$ cat src/rtl/heartbeat_pulse_gen.sv
// heartbeat_pulse_gen: renders a latched rate class as a timed lub-dub beat waveform with strobe and counter
module heartbeat_pulse_gen #(
  parameter int CNT_W   = 10,
  parameter int PERIOD0 = 1000,
  parameter int PERIOD1 = 750,
  parameter int PERIOD2 = 500,
  parameter int PERIOD3 = 300,
  parameter int LUB_LEN = 60,
  parameter int GAP_LEN = 60,
  parameter int DUB_LEN = 40
) (
  input  logic       clk,
  input  logic       rst,
  input  logic       enable,
  input  logic       tick,
  input  logic [1:0] heartbeat,
  output logic       beat,
  output logic       beat_start,
  output logic [7:0] beat_count,
  output logic [1:0] rate_latched
);
  typedef enum logic [2:0] {IDLE, LUB, GAP, DUB, REST} state_t;
  localparam int BODY = LUB_LEN + GAP_LEN + DUB_LEN;
  localparam bit LEGAL = PERIOD0 > BODY && PERIOD1 > BODY && PERIOD2 > BODY && PERIOD3 > BODY &&
                         LUB_LEN >= 1 && GAP_LEN >= 1 && DUB_LEN >= 1;
  localparam logic [CNT_W-1:0] LUB_M1 = CNT_W'(LUB_LEN - 1);
  localparam logic [CNT_W-1:0] GAP_M1 = CNT_W'(GAP_LEN - 1);
  localparam logic [CNT_W-1:0] DUB_M1 = CNT_W'(DUB_LEN - 1);
  state_t state, nxt;
  logic [CNT_W-1:0] cnt, cnt_n, rest_m1;
  logic enter;
  // REST length follows the class latched at the start of this beat, never the live input
  always_comb rest_m1 = rate_latched == 2'd0 ? CNT_W'(PERIOD0 - BODY - 1) :
                        rate_latched == 2'd1 ? CNT_W'(PERIOD1 - BODY - 1) :
                        rate_latched == 2'd2 ? CNT_W'(PERIOD2 - BODY - 1) :
                                               CNT_W'(PERIOD3 - BODY - 1);
  always_comb begin
    nxt = state;
    cnt_n = cnt;
    enter = 1'b0;
    if (!enable) begin
      nxt = IDLE;
      cnt_n = '0;
    end else if (state == IDLE) begin
      nxt = LUB;
      cnt_n = LUB_M1;
      enter = 1'b1;
    end else if (tick) begin
      if (cnt != '0) cnt_n = cnt - 1'b1;
      else begin
        nxt = state == LUB ? GAP : state == GAP ? DUB : state == DUB ? REST : LUB;
        cnt_n = state == LUB ? GAP_M1 : state == GAP ? DUB_M1 : state == DUB ? rest_m1 : LUB_M1;
        enter = state == REST;
      end
    end
  end
  always_ff @(posedge clk) begin
    if (rst) begin
      assert (LEGAL);
      state <= IDLE;
      cnt <= '0;
      beat <= 1'b0;
      beat_start <= 1'b0;
      beat_count <= '0;
      rate_latched <= '0;
    end else begin
      state <= nxt;
      cnt <= cnt_n;
      beat <= nxt == LUB || nxt == DUB;
      beat_start <= enter;
      if (enter) begin
        beat_count <= beat_count + 1'b1;
        rate_latched <= heartbeat;
      end
    end
  end
endmodule

$ cat config.mk
export PLATFORM = sky130hd
export DESIGN_NAME = heartbeat_pulse_gen
export DESIGN_NICKNAME = d
export VERILOG_FILES = /design/src/rtl/heartbeat_pulse_gen.sv
export SDC_FILE = /design/constraint.sdc
export NUM_CORES = 1
export LEC_CHECK = 0
export ABC_AREA = 0
export CORE_UTILIZATION = 35
export CTS_CLUSTER_SIZE = 10
export DETAILED_ROUTE_END_ITERATION = 8
export PLACE_DENSITY = 0.59
export SLEW_MARGIN = 40
export SYNTH_ARGS = -nofsm -noshare
export SYNTH_HDL_FRONTEND = slang
export SYNTH_SLANG_ARGS = --single-unit
$ cat constraint.sdc
create_clock -name clk -period 2.6 [get_ports clk]
set_clock_uncertainty 0.05 [all_clocks]
set_input_delay 0.65 -clock clk [delete_from_list [all_inputs] [get_ports clk]]
set_output_delay 0.65 -clock clk [all_outputs]
set_load 0.02 [all_outputs]
==> impl_results.md, run 1 <==
- Outcome: finished clean
- DP HPWL: 2595 microns
- # resized after CTS: 0
- Hold Vio Cnt, Final: 0
- CTS tree: done
- Yosys cell types: 38
- CP Max Fanout: 8
- Clock latency on the worst-skew pair: 0.26 ns
- Cell Int Power: 0.5676 mW
- CP cell instances: inv_1, ha_1, or4b_1, or4_1, a211o_1, a21oi_1
- Critical Path AT: 2.50 ns
- Via density: 5.768
- Max Slew Vio Count: 0
- Starting DRC count in detailed routing: 128
- Clk root buf: clkbuf_8
- CORE AREA: 0.003744 sq mm
- Clock buffer depth: 2
- CP endpoint kind: register
- Fin crit period: 2.343 ns
- Initial core utilization: 37.53%
- Final std cells w/o fill: 241
- DRC: 0
- Worst setup SP type: register
- Sw power: 0.2105 mW
- R2R cell count: 6
- CP max-delay cell: or4b_1
- Diode count: 0
- Nets: 202
- # IOs: 18
- Num CTS Buffers: 3
- Combinational cell fraction of total power: 17.3%
- Row count: 22
- Yosys warns: 0
- R2r setup slk: 0.26 ns
- WL met1: 1620 microns
- Syn Nets: 181
- Clk pin slew, worst setup/hold paths: 0.09 ns
- Post-place setup slack: 0.05622 ns
- Post-Route WL: 3485 microns
- Total grt overflow: 0
- Port Buffers: 17
- Hold crit path type: reg -> reg
- Setup WS post-layout: 0.2570 ns
- Fmax: 0.4268 GHz
- DR top layer: met4
- Max Cap Viol: 0
- Largest net degree at the start of global routing: 20
- PD cells: 457.3 mW/mm^2
- First-pass GRT wire length: 6141 microns
- Sequential power share: 53.4%
- Vias: 1390
- Reg2Reg Capture Point: cnt[7]
- First-pass detailed-route iteration total: 4
- FF-to-FF Start: cnt[0]
- Total Die Area: 0.004272 sq mm
- Clock Sinks: 25
- Worst path required time: 2.75 ns
- Worst path max stage delay: 0.61 ns
- Gpl congestion: 0.8402
- Mapped Avg Cell Area: 8.122 sq um
- Final ANT Viol Nets: 0
- Synth top area share: 35.62%
- Min Hold Slack: 0.4581 ns
- Die Wd: 65.36 microns
- Chip height: 65.36 microns
- CP Capture Point: cnt[7]
- Area Overhead vs Synth: 21.10%
- Final setup viols: 0
- Post-route setup TNS: 0 ns
- Register area share after synthesis: 35.62%
- RSZ-0062 raised after global routing: false
- Slew HR: 69.94%
- Routed wl met3: 114 microns
- GRT Overall Usage: 18.41%
- Final period util: 90.12%
- Layout cells sized above 1: 9.845%
- Critical path type: reg -> reg
- Placed Cells: 237
- Wire length on met2: 1749 microns
- Initial antenna violation count: 0
- H-tree depth: 1
- CP Launch Point: cnt[0]
- Clock Power Share: 29.3%
- Switching Fraction: 27.05%
- Largest area contributor in the netlist: dfxtp_1
- Synth Register Bits: 25
- Worst vdd ir: 0.2058 mV
- Drt wl/cell: 14.46 microns
- Synth top area cells: dfxtp_1, a21oi_1, o21ai_0
- Cts hold-fix bufs: 0
- Slew @ Worst Pin: 0.4503 ns
- Vias in the first global route: 1335
- Mapped Cells: 173
- Post-CTS repair timing setup buffer count: 0
- Post-Synthesis Cell Area: 0.001405 sq mm
- Leakage: 0.6047 nW
-- cell families after synthesis --
family | synth area share [%]
AOI/OAI and AO/OA | 22.80
adders and majority gates | 1.781
buffers and inverters | 4.897
DFF | 35.62
muxes | 3.205
and+or+nand+nor | 31.70
-- cells in the final DEF (no fill, tap or decap), types with 2 or more instances in the layout --
cell | Yosys | layout
a211oi_1 | 4 | 4
dfxtp_1 | 25 | 25
clkdlybuf4s50_1 | 0 | 17
nor3_1 | 10 | 10
or3_1 | 6 | 6
o31ai_1 | 4 | 4
nor2b_1 | 5 | 5
nand2b_1 | 3 | 3
nand3b_1 | 4 | 4
nand2_1 | 6 | 6
a31oi_1 | 6 | 6
a21oi_1 | 15 | 15
mux2_2 | 4 | 4
nand3_1 | 4 | 4
and3_1 | 4 | 4
ha_1 | 2 | 2
nor3b_1 | 3 | 3
a211o_1 | 2 | 2
nor4_1 | 6 | 6
or4_1 | 5 | 5
nor2_1 | 10 | 10
inv_1 | 6 | 6
nand4_1 | 3 | 3
o21ai_0 | 13 | 13
buf_4 | 0 | 9
clkbuf_8 | 0 | 3
o311ai_0 | 2 | 2
-- layer usage --
metal	global-route usage, %	vias up
met5	0	-
met4	4.891	0
met3	4.167	2
met2	32.60	24
met1	22.09	662
li1	-	702
-- critical path: cells and delay by family, from the launching register on --
family / cells / cell delay [ns]
buf+inv: 1 / 0.07
flops: 1 / 0.35
simple gates: 2 / 1.17
compound gates: 2 / 0.42
fa+ha+maj: 1 / 0.22
-- layout make-up --
class                      instances  area (sq um)
timing repair buffer              26         237.7
sequential                        25         500.5
tap                               48         60.06
fill                             394          2042
multi-input combinational        132         835.8
inverter                           6         22.52
clock buffer                       4         45.04
-- worst min path at each step --
stage,from,to,depth (start not counted)
after global routing,cnt[7],cnt[7],2
after floorplan,cnt[7],cnt[7],2
after detailed placement,cnt[7],cnt[7],2
after CTS,cnt[7],cnt[7],2
after global placement,beat_count[6],beat_count[6],2
final,cnt[7],cnt[7],2
-- synthesized netlist by cell type --
cell       count
nor4_1         6
o41ai_1        1
nor2_1        10
nand4_1        3
nor3_1        10
nand2b_1       3
a21oi_1       15
dfxtp_1       25
a211o_1        2
or4_1          5
o31a_1         1
and4_1         1
nand3b_1       4
nand4bb_1      1
a31oi_1        6
and3_1         4
o31ai_1        4
nor2b_1        5
o311ai_0       2
a211oi_1       4
or4b_1         1
nand3_1        4
nand2_1        6
buf_6          1
o41a_1         1
o21bai_1       1
buf_2          1
or3b_2         1
o21ai_0       13
ha_1           2
or4bb_1        1
or3_1          6
inv_1          6
or2_2          1
nor3b_1        3
mux2_2         4
o221a_2        1
clkbuf_1       8
-- through the flow --
step | power (mW) | utilization [%] | cell area, sq um
2_1_floorplan | 0.5056 | - | 1405
3_3_place_gp | 0.5557 | 44.25 | 1657
3_5_place_dp | 0.5581 | 44.25 | 1657
4_1_cts | 0.7889 | 45.45 | 1702
5_1_grt | 0.8311 | 45.45 | 1702
6_report | 0.7781 | 45.45 | 1702
-- power by group through the flow --
stage	clock (mW)	combinational [mW]	sequential [mW]
5_1_grt	0.262	0.150	0.419
6_report	0.228	0.134	0.416
2_1_floorplan	0	0.0830	0.423
4_1_cts	0.239	0.135	0.415
3_3_place_gp	0	0.132	0.424
3_5_place_dp	0	0.134	0.424
-- flip-flops by register name (all words and copies together) (netlist names) --
signal,cells
cnt,10
beat_count,8
state,3
rate_latched,2
beat,1
beat_start,1
Power figures use the tool's default switching activity.
==> run 2, diff against run 1 <==
--- a/config.mk
+++ b/config.mk
@@ -6,11 +6,11 @@
 export NUM_CORES = 1
 export LEC_CHECK = 0
 export ABC_AREA = 0
+export CORE_ASPECT_RATIO = 1.4
 export CORE_UTILIZATION = 35
 export CTS_CLUSTER_SIZE = 10
 export DETAILED_ROUTE_END_ITERATION = 8
-export PLACE_DENSITY = 0.59
-export SLEW_MARGIN = 40
+export PLACE_DENSITY_LB_ADDON = 0.12
 export SYNTH_ARGS = -nofsm -noshare
 export SYNTH_HDL_FRONTEND = slang
 export SYNTH_SLANG_ARGS = --single-unit
==> run 2 against run 1 <==
Cell area fell by 0.88%. Worst hold slack improved by 0.0037 ns. Sequential cell count did not move. Sequential power is essentially flat. Worst setup slack lost 0.028 ns. Die area barely moved. Sequential share of layout area is 0.26 points higher. Global-route usage is 0.66 points lower. Register-to-register slack lost 0.03 ns. Total power increased by 0.83%. Critical endpoint unchanged. Wire length increased by 3.4%. Largest power group unchanged.
==> impl_results.md, run 2 (synthesis gave the netlist of run 1 again) <==
- Post-Route WL: 3602 microns (+3.4%)
- R2r setup slk: 0.23 ns (-0.03 ns)
- Via density: 5.996 (+4.0%)
- Port Buffers: 17 (unchanged)
- DRC: 0 (unchanged)
- Largest net degree at the start of global routing: 20 (unchanged)
- Worst vdd ir: 0.2252 mV (+9.4%)
- Worst setup SP type: register
- Commonest non-fill, non-tap cells in the layout: dfxtp_1, clkdlybuf4s50_1, a21oi_1, o21ai_0
- Worst path required time: 2.75 ns (about the same)
- DP HPWL: 2691 microns (+3.7%)
- # resized after CTS: 0 (unchanged)
- First-pass GRT wire length: 6106 microns (-0.57%)
- Chip height: 76.97 microns (+18%)
- Row count: 26 (+18%)
- HP Start: beat_count[6]
- FF-to-FF Start: cnt[0]
- Min Hold Slack: 0.4618 ns (+0.003671 ns)
- Hold endpoint: beat_count[6]
- Leakage: 0.6002 nW (-0.74%)
- R2R cell count: 6 (unchanged)
- Num CTS Buffers: 3 (unchanged)
- Max Cap Viol: 0 (unchanged)
- Total grt overflow: 0 (unchanged)
- Vias: 1403 (+0.94%)
- Hold Vio Cnt, Final: 0 (unchanged)
- Worst Hold Depth: 2 (unchanged)
- Most common cell after layout, fill and taps aside: dfxtp_1
- Filler cell count: 354 (-10%)
- Post-route setup TNS: 0 ns (unchanged)
- Initial core utilization: 37.56% (about the same)
- Die Wd: 55.55 microns (-15%)
- Clock latency on the worst-skew pair: 0.27 ns (about the same)
- Final ANT Viol Nets: 0 (unchanged)
- Vias in the first global route: 1357 (+1.6%)
- Outcome: finished clean
- Fmax: 0.4218 GHz (-1.2%)
- Initial antenna violation count: 0 (unchanged)
- Cts hold-fix bufs: 0 (unchanged)
- Final setup viols: 0 (unchanged)
- GRT Overall Usage: 17.74% (-0.66 points)
- CTS tree: done
- Layout cells sized above 1: 9.375% (-0.47 points)
- Clock buffer depth: 2 (unchanged)
- Overall Power: 0.7846 mW (+0.83%)
- Slew @ Worst Pin: 0.4559 ns (+0.005584 ns)
- Reg2Reg Capture Point: cnt[7]
- RSZ-0062 raised after global routing: false
- Largest Register: cnt
- Post-CTS repair timing setup buffer count: 0 (unchanged)
- CP Max Fanout: 8 (unchanged)
- Clk root buf: clkbuf_8
- Max FFs per register: 10 (unchanged)
- Gpl congestion: 0.8637 (+2.8%)
- Drt wl/cell: 15.39 microns (+6.4%)
- Area Overhead vs Synth: 20.04%
- Max Slew Vio Count: 0 (unchanged)
- Hold crit path type: reg -> reg
- H-tree depth: 1 (unchanged)
- Clock Sinks: 25 (unchanged)
- Nets: 201 (-0.50%)
- Diode count: 0 (unchanged)
- Total Die Area: 0.004276 sq mm (about the same)
- Starting DRC count in detailed routing: 53 (-59%)
- Largest regs: cnt (10), beat_count (8), state (3)
- Critical path type: reg -> reg
- Fin crit period: 2.371 ns (+0.02772 ns)
- Setup WS post-layout: 0.2293 ns (-0.02772 ns)
- CP endpoint kind: register
- CORE AREA: 0.003741 sq mm (about the same)
- Critical Path AT: 2.52 ns (+0.02 ns)
- # IOs: 18 (unchanged)
- Clk pin slew, worst setup/hold paths: 0.09 ns (about the same)
- Post-place setup slack: 0.06506 ns (+0.008838 ns)
- Final period util: 91.18% (+1.1 points)
- PD cells: 465.2 mW/mm^2 (+1.7%)
- Slew HR: 69.56% (-0.37 points)
- First-pass detailed-route iteration total: 4 (unchanged)
## run 2: changes by cell type in the layout (fill, tap and decap cells not counted)
cell / previous run / this run
buf_4: 9 / 8
## run 2: worst max-delay path, stage by stage, from the launching register on
cell and delay, ns:
dfxtp_1 0.36, inv_1 0.07, ha_1 0.21, or4b_1 0.61
or4_1 0.56, a211o_1 0.30, a21oi_1 0.13
## run 2: routing by layer
| metal | vias up | global-route usage (%) | routed length (microns) |
|---|---|---|---|
| li1 | 695 | - | - |
| met5 | - | 0 | 0 |
| met3 | 7 | 2.192 | 115 |
| met4 | 0 | 7.000 | 72 |
| met1 | 666 | 20.04 | 1535 |
| met2 | 35 | 33.01 | 1879 |
## run 2: layout make-up
class / instances / area (sq um) / share of cell area (%)
Inverter: 6 / 22.52 / 1.335
Timing Repair Buffer: 25 / 230.2 / 13.65
Tap cell: 42 / 52.55 / 3.116
Clock buffer: 4 / 45.04 / 2.671
Sequential cell: 25 / 500.5 / 29.67
Multi-Input combinational cell: 132 / 835.8 / 49.55
## run 2: how the worst max path moves through the flow
stage          startpoint        to  cells after the start
2_1_floorplan      cnt[0]    cnt[7]                      7
3_3_place_gp         tick  state[1]                      4
3_5_place_dp         tick  state[1]                      4
4_1_cts            cnt[0]    cnt[7]                      6
5_1_grt            cnt[0]    cnt[7]                      6
6_report           cnt[0]    cnt[7]                      6
## run 2: where the power goes
part | switching [mW] | total [mW] | leakage [nW] | internal (mW)
Sequential | 0.0203 | 0.416 | 0.204 | 0.395
Clock | 0.126 | 0.235 | 0.0228 | 0.110
Combinational | 0.0722 | 0.133 | 0.373 | 0.0613
Total | 0.218 | 0.785 | 0.600 | 0.566
## run 2: metrics by stage
stage,area [sq um],utilization [%],instances
finish,1687,45.08,234
CTS,1687,45.08,234
global placement,1642,43.88,230
floorplan,1405,-,173
detailed placement,1642,43.88,230
global route,1687,45.08,234
==> run 3, diff against run 2 <==
--- a/config.mk
+++ b/config.mk
@@ -7,9 +7,10 @@
 export LEC_CHECK = 0
 export ABC_AREA = 0
 export CORE_ASPECT_RATIO = 1.4
-export CORE_UTILIZATION = 35
+export CORE_UTILIZATION = 54
 export CTS_CLUSTER_SIZE = 10
 export DETAILED_ROUTE_END_ITERATION = 8
+export GPL_TIMING_DRIVEN = 0
 export PLACE_DENSITY_LB_ADDON = 0.12
 export SYNTH_ARGS = -nofsm -noshare
 export SYNTH_HDL_FRONTEND = slang
==> run 3 against run 2 <==
Largest cell class unchanged. Register-to-register slack lost 0.04 ns. Core utilization up 23 points. Worst hold slack gained 0.0043 ns. Sequential cell count did not move. Maximum frequency fell by 1.6%.
==> impl_results.md, run 3 (synthesis gave the netlist of run 1 again) <==
- Chip height: 62.36 microns (-19%)
- Overall Power: 0.7291 mW (-7.1%)
- Post-CTS repair timing setup buffer count: 0 (unchanged)
- CP max-delay cell: or4b_1
- Critical path type: reg -> reg
- Final period util: 92.66% (+1.5 points)
- Worst vdd ir: 0.3993 mV (+77%)
- Fmax: 0.4151 GHz (-1.6%)
- Fin util: 68.53% (+23 points)
- DRC: 0 (unchanged)
- Slew HR: 56.31% (-13 points)
- Total grt overflow: 0 (unchanged)
- Post-route setup TNS: 0 ns (unchanged)
- Worst Path Buf+Inv: 2 (+1)
- Largest net degree at the start of global routing: 14 (-30%)
- Outcome: finished clean
- R2r setup slk: 0.19 ns (-0.04 ns)
- FF-to-FF Start: cnt[0]
- Vias in the first global route: 1412 (+4.1%)
- Critical path depth: 7 (+1)
- Clock Sinks: 25 (unchanged)
- CP endpoint kind: register
- Post-place setup slack: -0.2408 ns (-0.3059 ns)
- Via density: 6.298 (+5.0%)
- Worst setup SP type: register
- Most common cell after layout, fill and taps aside: dfxtp_1
- Max FFs per register: 10 (unchanged)
- Placed Cells: 224 (-2.6%)
- R2R cell count: 7 (+1)
- Drt wl/cell: 15.64 microns (+1.6%)
- CP Max Fanout: 8 (unchanged)
- Gpl congestion: 0.9659 (+12%)
- Max Slew Vio Count: 0 (unchanged)
- Starting DRC count in detailed routing: 63 (+19%)
- Row count: 21 (-19%)
- Clock buffer depth: 2 (unchanged)
- Leakage: 0.5730 nW (-4.5%)
- Routed wl met3: 148 microns (+29%)
- Commonest non-fill, non-tap cells in the layout: dfxtp_1, clkdlybuf4s50_1, a21oi_1, o21ai_0
- Clock latency on the worst-skew pair: 0.33 ns (+0.06 ns)
- # resized after CTS: 0 (unchanged)
- Fin crit period: 2.409 ns (+0.03850 ns)
- Slew @ Worst Pin: 0.6540 ns (+0.1980 ns)
- Final setup viols: 0 (unchanged)
- Wire length on met2: 1944 microns (+3.5%)
- PD cells: 440.1 mW/mm^2 (-5.4%)
- First-pass GRT wire length: 6106 microns (unchanged)
- Initial core utilization: 58.13% (+21 points)
- Cts hold-fix bufs: 0 (unchanged)
- Max Cap Viol: 0 (unchanged)
- CTS tree: done
- CP Launch Point: cnt[0]
- Design area: 0.001657 sq mm (-1.8%)
- Final std cells w/o fill: 228 (-2.6%)
- DR top layer: met4
- Diode count: 0 (unchanged)
- Vias: 1436 (+2.4%)
- DP HPWL: 2592 microns (-3.7%)
- CORE AREA: 0.002417 sq mm (-35%)
- Layout cells sized above 1: 7.216% (-2.2 points)
- Min Hold Slack: 0.4661 ns (+0.004274 ns)
- Num CTS Buffers: 3 (unchanged)
- Largest Register: cnt
- Post-Route WL: 3565 microns (-1.0%)
- Worst path required time: 2.82 ns (+0.07 ns)
- Hold crit path type: reg -> reg
- Critical Path AT: 2.63 ns (+0.11 ns)
- RSZ-0062 raised after global routing: false
- GRT Overall Usage: 28.39% (+11 points)
- HP Start: cnt[7]
- CP cell instances: inv_1, ha_1, or4b_1, buf_2, nor3_1, mux2_2, a31oi_1
- Die Wd: 45.11 microns (-19%)
- WL met1: 1382 microns (-10%)
- Largest regs: cnt (10), beat_count (8), state (3)
- Clk pin slew, worst setup/hold paths: 0.14 ns (+0.05 ns)
- Setup WS post-layout: 0.1908 ns (-0.03850 ns)
- Area Overhead vs Synth: 17.90%
- H-tree depth: 1 (unchanged)
- Initial antenna violation count: 0 (unchanged)
- Crit path max-delay family: simple AND/OR/NAND/NOR gates
- CP Capture Point: cnt[1]
- Reg2Reg Capture Point: cnt[1]
- Final ANT Viol Nets: 0 (unchanged)
- Nets: 203 (+1.0%)
- DP Area: 0.001618 sq mm (-1.4%)
- First-pass detailed-route iteration total: 4 (unchanged)
- Port Buffers: 17 (unchanged)
- Clk root buf: clkbuf_4
- Worst path max stage delay: 0.45 ns (-0.16 ns)
- # IOs: 18 (unchanged)
- Total Die Area: 0.002813 sq mm (-34%)
- Hold Vio Cnt, Final: 0 (unchanged)
[run 3: cell count changes in the layout (fill, tap and decap cells not counted)]
| cell | delta |
|---|---|
| buf_4 | -8 |
| nor4_2 | +1 |
| buf_2 | +1 |
| a31oi_2 | +1 |
| clkbuf_1 | +8 |
| buf_6 | +1 |
| nor4_1 | -1 |
| clkbuf_4 | +3 |
| clkbuf_8 | -3 |
| a31oi_1 | -1 |
[run 3: worst min-delay path by stage]
stage / to / slack (ns) / cells past startpoint
floorplan: cnt[7] / 0.42 / 2
global placement: beat_count[6] / 0.44 / 2
detailed placement: cnt[7] / 0.45 / 2
CTS: cnt[7] / 0.46 / 2
global route: cnt[7] / 0.48 / 2
finish: cnt[7] / 0.47 / 2
[run 3: routing by layer]
| metal | GRT usage (%) | vias up |
|---|---|---|
| li1 | - | 705 |
| met1 | 31.55 | 679 |
| met2 | 51.81 | 43 |
| met3 | 2.616 | 9 |
| met4 | 11.36 | 0 |
| met5 | 0 | - |
[run 3: final cells by class]
type | instances | area [sq um]
buffer | 10 | 46.29
fill | 222 | 760.7
multi-input combinational | 132 | 848.3
tap | 34 | 42.54
clock buffer | 4 | 26.28
inverter | 6 | 22.52
sequential | 25 | 500.5
timing repair buffer | 17 | 170.2
[run 3: report_power, final]
group | internal, mW | switching (mW)
combinational | 0.0577 | 0.0800
clock | 0.0603 | 0.120
sequential | 0.396 | 0.0151
total | 0.514 | 0.215
[run 3: worst min-delay path, stage by stage, from the launching register on]
cell and delay, ns:
dfxtp_1 0.35, o31ai_1 0.07, a21oi_1 0.06
